`config.mk`:
```
export PLATFORM = sky130hd
export DESIGN_NAME = seg_display_driver
export DESIGN_NICKNAME = d
export VERILOG_FILES = /design/src/rtl/seg_display_driver.sv
export SDC_FILE = /design/constraint.sdc
export NUM_CORES = 1
export LEC_CHECK = 0
export CAP_MARGIN = 20
export CORE_ASPECT_RATIO = 0.75
export CORE_MARGIN = 5
export CORE_UTILIZATION = 51
export DETAILED_ROUTE_END_ITERATION = 8
export PLACE_DENSITY_LB_ADDON = 0.12
export SETUP_SLACK_MARGIN = 0.05
export SYNTH_ARGS = -nofsm -noshare
export SYNTH_HDL_FRONTEND = slang
export SYNTH_SLANG_ARGS = --single-unit
```
`constraint.sdc`:
```
create_clock -name clk_i -period 1.6 [get_ports clk_i]
set_input_delay 0.16 -clock clk_i [delete_from_list [all_inputs] [get_ports clk_i]]
set_output_delay 0.16 -clock clk_i [all_outputs]
set_load 0.05 [all_outputs]
```
`src/rtl/seg_display_driver.sv`:
```
// Two-digit seven-segment driver: valid/ready byte intake, PWM-boundary apply, hex glyphs with PWM
// brightness, leading-zero blanking and decimal points. Optional blink gated by SEG_DISPLAY_BLINK_EN.
module seg_display_driver #(
   parameter int unsigned PWM_W      = 4,
   parameter int unsigned BLINK_HALF = 25000000
) (
   input  logic             clk_i,
   input  logic             rst_n_i,
   input  logic [7:0]       data_i,
   input  logic             valid_i,
   output logic             ready_o,
   input  logic [PWM_W-1:0] bright_i,
   input  logic             blank_lz_i,
   input  logic [1:0]       dp_i,
   input  logic             blink_i,
   output logic [7:0]       hg0_o,
   output logic [7:0]       hg1_o
);

   localparam logic [PWM_W-1:0] PWM_MAX = {PWM_W{1'b1}};

   function automatic logic [6:0] glyph(input logic [3:0] d);
      logic [6:0] g;
      case (d)
         4'h0:    g = 7'h3F;
         4'h1:    g = 7'h06;
         4'h2:    g = 7'h5B;
         4'h3:    g = 7'h4F;
         4'h4:    g = 7'h66;
         4'h5:    g = 7'h6D;
         4'h6:    g = 7'h7D;
         4'h7:    g = 7'h07;
         4'h8:    g = 7'h7F;
         4'h9:    g = 7'h6F;
         4'hA:    g = 7'h77;
         4'hB:    g = 7'h7C;
         4'hC:    g = 7'h39;
         4'hD:    g = 7'h5E;
         4'hE:    g = 7'h79;
         4'hF:    g = 7'h71;
         default: g = 7'h00;
      endcase
      return g;
   endfunction

   logic [7:0]       r_pend;
   logic             r_pend_vld;
   logic [7:0]       r_shown;
   logic [PWM_W-1:0] r_pwm_cnt;
   logic [7:0]       r_hg0;
   logic [7:0]       r_hg1;
   logic             w_lit;
   logic             w_lz;
   logic             w_blank;
   logic [7:0]       w_hg0_nxt;
   logic [7:0]       w_hg1_nxt;

   assign ready_o = ~r_pend_vld;
   assign hg0_o   = r_hg0;
   assign hg1_o   = r_hg1;

   // Handshake intake, wrap-aligned apply and free-running PWM counter
   always_ff @(posedge clk_i or negedge rst_n_i) begin
      if (!rst_n_i) begin
         r_pend     <= 8'h00;
         r_pend_vld <= 1'b0;
         r_shown    <= 8'h00;
         r_pwm_cnt  <= '0;
      end else begin
         r_pwm_cnt <= r_pwm_cnt + PWM_W'(1);
         if (r_pend_vld) begin
            // Only swap the shown byte at the wrap so a period is never torn
            if (r_pwm_cnt == PWM_MAX) begin
               r_shown    <= r_pend;
               r_pend_vld <= 1'b0;
            end
         end else if (valid_i) begin
            r_pend     <= data_i;
            r_pend_vld <= 1'b1;
         end
      end
   end

`ifdef SEG_DISPLAY_BLINK_EN
   localparam int unsigned BW = (BLINK_HALF > 1) ? $clog2(BLINK_HALF) : 1;

   logic [BW-1:0] r_blink_cnt;
   logic          r_blink_on;

   // Blink half-period counter; phase flips every BLINK_HALF cycles
   always_ff @(posedge clk_i or negedge rst_n_i) begin
      if (!rst_n_i) begin
         r_blink_cnt <= '0;
         r_blink_on  <= 1'b1;
      end else if (r_blink_cnt == BW'(BLINK_HALF - 1)) begin
         r_blink_cnt <= '0;
         r_blink_on  <= ~r_blink_on;
      end else begin
         r_blink_cnt <= r_blink_cnt + BW'(1);
      end
   end

   assign w_blank = blink_i & ~r_blink_on;
`else
   logic w_unused;

   assign w_unused = blink_i ^ BLINK_HALF[0];
   assign w_blank  = 1'b0;
`endif

   // Next-state glyph/brightness decode for both digits
   always_comb begin
      w_lit     = (bright_i == PWM_MAX) || (r_pwm_cnt < bright_i);
      w_lz      = blank_lz_i && (r_shown[7:4] == 4'h0);
      w_hg0_nxt = 8'h00;
      w_hg1_nxt = 8'h00;
      if (w_blank) begin
         w_hg0_nxt = 8'h00;
         w_hg1_nxt = 8'h00;
      end else if (w_lit) begin
         w_hg0_nxt = {dp_i[0], glyph(r_shown[3:0])};
         w_hg1_nxt = {dp_i[1], (w_lz ? 7'h00 : glyph(r_shown[7:4]))};
      end else begin
         w_hg0_nxt = 8'h00;
         w_hg1_nxt = 8'h00;
      end
   end

   // Registered segment outputs
   always_ff @(posedge clk_i or negedge rst_n_i) begin
      if (!rst_n_i) begin
         r_hg0 <= 8'h00;
         r_hg1 <= 8'h00;
      end else begin
         r_hg0 <= w_hg0_nxt;
         r_hg1 <= w_hg1_nxt;
      end
   end

endmodule

```
== Word-level counts from Yosys, hierarchy flattened ==
Memory sizes are Yosys's and may differ from the RTL's.
Index checks and enable logic that the tools add are counted.
Widths: inputs -> output; s select.
Storage, ports and cells
  bits in registers: 37
  memory bits (read-only): 224
  input bits: 19
  word-level logic and storage cells: 24
  memories kept: 2
Cells by class
  add/sub/neg operators: 1
  magnitude comparators: 1
  equal/unequal tests: 2
  muxes and demuxes: 6
  bitwise operators: 1
  reduce and logical (&&, ||, !) cells: 5
Memory list
  (no name shown): words 16, bits a word 7, read ports 1, clocked after Yosys merged registers in 0, write ports 0, line 24  | case (d)
  (no name shown): words 16, bits a word 7, read ports 1, clocked after Yosys merged registers in 0, write ports 0, line 24
Operator list (number)
  $mux 8: 2
  $eq 4x4->1 const B: 2
  $mux 7: 1
  $add 4x1->4 const B: 1
  $logic_not 4->1: 1
  $lt 4x4->1: 1
  $reduce_and 2->1: 2
  $mux 1: 3
  $logic_and 1x1->1: 1
  $logic_or 1x1->1: 1
  $not 1->1: 1

== Depth between registers and ports, before layout ==
  word-level depth: 4
  gate-level depth with buffers: 6

== Least setup slack after synthesis ==
OpenSTA, ideal clock, no wires.
  kind: flip-flop to flip-flop
  from: register r_pwm_cnt[2]
  to: register r_hg1[4], in the netlist hg1_o[4]
  arrival time: 1.340 ns
  data required time: 1.504 ns
  slack: 0.164 ns
  stages on the path, launching flop included: 6
  path buffers: 1
  clock period less this slack: 1.436 ns
  path through: dfrtp_1 -> ha_1 -> a211oi_2 -> a21oi_2 -> buf_6 -> a311oi_2
Between the ends
  cells in the longest elaborated chain, start to end: 3
Ends and longest elaborated chain
  from (decl): line 49  | logic [PWM_W-1:0] r_pwm_cnt;
  from (signal assigned): line 70  | r_pwm_cnt <= r_pwm_cnt + PWM_W'(1);
  $lt 4x4->1: line 113  | w_lit = (bright_i == PWM_MAX) || (r_pwm_cnt < bright_i);
  $logic_or 1x1->1: line 113
  $mux 8: line 120  | end else if (w_lit) begin
  via w_hg1_nxt[4]: line 56  | logic [7:0] w_hg1_nxt;
  to (signal assigned): line 136  | r_hg1 <= w_hg1_nxt;
  to (decl): line 51  | logic [7:0] r_hg1;
The timed path passes the listed nets, and every way through them passes these cells.
A chain may end at the register's enable or synchronous reset.

== Final worst setup path ==
  from: input port bright_i[2]
  to: register r_hg1[0], in the netlist hg1_o[0]
Between the ends
  cells in the longest elaborated chain, start to end: 3
Ends and longest elaborated chain
  from (decl): line 12  | input logic [PWM_W-1:0] bright_i,
  $lt 4x4->1 or $eq 4x4->1 (tied branches): line 113
  $logic_or 1x1->1 *: line 113
  $mux 8 *: line 120
  via w_hg1_nxt[0]: line 56
The timed path passes the listed nets; every way through them passes the cells marked *.

==> flow_summary.yaml <==
clocking:
  cts-root-buf: "clkbuf_8"
  cts_buffers: 5
  cts.sinks: 37
  clock_latency_ns: 0.29
  cts_tree: "built"
  cts_max_path_buffers: 2
  htreeDepth: 2
  path_clk_slew_ns: 0.07
die:
  rows: 19
  die_h_um: 62.4
  initial_utilization_pct: 52.0
  dieWidth_um: 79.8
  die_area_um2: 4980
  pin_count: 36
  core_um2: 3590
detailed_routing:
  first_pass_iters: 4
  vias: 1264
  drtIter0Drc: 97
  antenna_left: 0
  wirelength_mm: 3.51
  drc: 0
  drt-vias-per-instance: 4.92
  wl_per_cell_um: 13.6
sta:
  final-setup-viol-count: 0
  period_share_pct: 92.3
  post-route-min-period_ns: 1.48
  finClkSkew_ns: 0.00546
  report.final.slew_viol_count: 0
  fmax_mhz: 677
  hold_viol: 0
  worst_slew_pin_slew_ns: 0.495
  relSlewSlack_pct: 67.0
  rsz0062_at_grt: "yes"
run_status:
  outcome: "complete, no violations"
final_layout:
  drive_gt1_share_pct: 32.2
  design_area_um2: 2410
  post-route-util_pct: 67.1
  area_delta_synth_final_pct: 29.2
  diodes: 0
  nNetsFinal: 238
synth:
  ys_dominant_reg_cell: "dfrtp_1"
  yosys.area.top_type_share_pct: 49.6
  synth_most_common_cell: "dfrtp_1"
  synth_top_area_cell: "dfrtp_1"
  async_reset_ff_share_pct: 100
  synth_seq_cells: 37
  syn_area_um2: 1870
  ys_warn_count: 0
  syn-num-nets: 191
  synth_cells: 157
  yosys.cell_types.count: 35
  synth_edf_count: 0
  netlist_top_cells_area: "dfrtp_1 50%, ha_1 10%, mux2_2 9.7%"
  avgSynthCellArea_um2: 11.9
  synth_common_cells: "37 x dfrtp_1, 16 x mux2_2, 15 x ha_1, 12 x inv_1, 11 x nand2_1"
  ys_seq_area_share_pct: 49.6
critical_path:
  regToRegEndpoint: "hg0_o[3]"
  cp-end-kind: "flop"
  required_ns: 1.78
  crit_path_start_kind: "input port"
  r2r_start: "r_shown[0]"
  crit_arrival_ns: 1.66
  critical_path_class: "in -> reg"
  reg2reg_depth: 4
  rrSetupSlack_ns: 0.14
  path_max_fanout: 8
pwr:
  power_density_nw_per_um2: 1210
  ir_drop_mv: 0.704
  leakage_nw: 1.11
  power.total_w: 0.00291
hold_path:
  worstHoldStart: "dp_i[1]"
  hold_path_class: "in -> reg"
  hold_path_end: "hg1_o[7]"
  min_path_cells: 2
global_route:
  grt_max_degree: 38
  grt_pass1_vias: 1310
  grt_antenna_before_repair: 0
  grt_pass1_wl_mm: 5.97
  grt_use_total_pct: 15.6
  overflow: 0
placed_design:
  hpwl_mm: 2.51
  gp_congestion: 0.810
  io_buffers: 34
  placed_area_um2: 2240
flow_run:
  cap_violations: 0
==> metal layers <==
layer,track usage [%],part of all wire (%),vias up
li1,-,-,641
met1,20.1,47,583
met2,24.0,47,35
met3,4.32,5.0,5
met4,7.59,1.4,0
met5,0,0,-
==> state kept, by name (all words and copies together) (netlist names) <==
register    cells
r_pend          8
r_shown         8
hg1_o           8
r_pend_vld      1
r_pwm_cnt       4
hg0_o           8
==> power by group <==
group	internal [W]	leakage [nW]	switching, W
logic	0.000420	0.641	0.000668
registers	0.00109	0.427	0.000110
clock network	0.000300	0.0439	0.000318
total	0.00181	1.11	0.00110
==> repair_timing <==
item	4_1_cts	5_1_grt
hold endpoints to repair	37	0
hold buffers	1	0
cloned	0	1
pin swaps	0	2
endpoints found under the setup margin	16	16
setup buffers	0	2
resized for setup	1	7
==> worst max-delay path by stage <==
stage	start	end	cells after the start
floorplan	r_pwm_cnt[2]	hg1_o[4]	5
global placement	bright_i[2]	hg1_o[2]	6
detailed placement	bright_i[2]	hg1_o[5]	6
CTS	bright_i[2]	hg1_o[5]	6
global route	r_shown[1]	hg0_o[0]	6
finish	bright_i[2]	hg1_o[0]	6
==> placed cells by master (no fill, tap or decap), types with 2 or more instances in the layout <==
cell             instances
a21oi_1                  4
a21oi_4                  2
a221oi_1                 2
a221oi_2                 4
a31oi_1                  2
buf_4                   28
clkbuf_8                 5
clkdlybuf4s50_1         16
clkinv_2                 2
dfrtp_1                 37
ha_1                    14
inv_1                   12
mux2_2                  16
mux2i_1                  2
nand2_1                 11
nand2b_1                 5
nor2_1                  10
nor2b_1                  6
nor3_1                   2
o21ai_0                  3
o32ai_1                  2
==> through the flow <==
| stage | setup TNS [ns] | worst slack, ns | cells | hold WS, ns |
|---|---|---|---|---|
| 2_1_floorplan | 0 | 0.164 | 157 | -0.136 |
| 3_3_place_gp | -5.25 | -0.362 | 245 | 0.220 |
| 3_5_place_dp | -6.54 | -0.442 | 245 | 0.226 |
| 4_1_cts | 0 | 0.0608 | 254 | 0.405 |
| 5_1_grt | 0 | 0.0321 | 257 | 0.416 |
| 6_report | 0 | 0.122 | 257 | 0.413 |
==> layout make-up <==
type | instances | area (µm²)
inverters | 12 | 45.0
clock inverters | 3 | 17.5
flip-flops and latches | 37 | 926
well taps | 52 | 65.1
clock buffers | 5 | 68.8
repair buffers | 46 | 385
fillers | 267 | 1180
multi-input cells | 102 | 902
==> cells by family (layout without fill, tap and decap cells) <==
family                   Yosys count  count (layout)  share of synthesized area [%]
XOR/XNOR                           2               2                          0.939
buffers and inverters             19              66                           5.23
AND/OR/NAND/NOR                   40              40                           10.9
adder cells (fa/ha/maj)           15              15                           10.1
flip-flops                        37              37                           49.6
multiplexers                      19              19                           12.1
AO/OA/AOI/OAI                     25              26                           11.1
==> critical path, stage by stage <==
cell,delay [ns]
clkdlybuf4s50_1,0.48
inv_1,0.07
ha_4,0.25
a211oi_4,0.29
a21oi_4,0.15
a221oi_1,0.25
(Power assumes the default switching activity.)
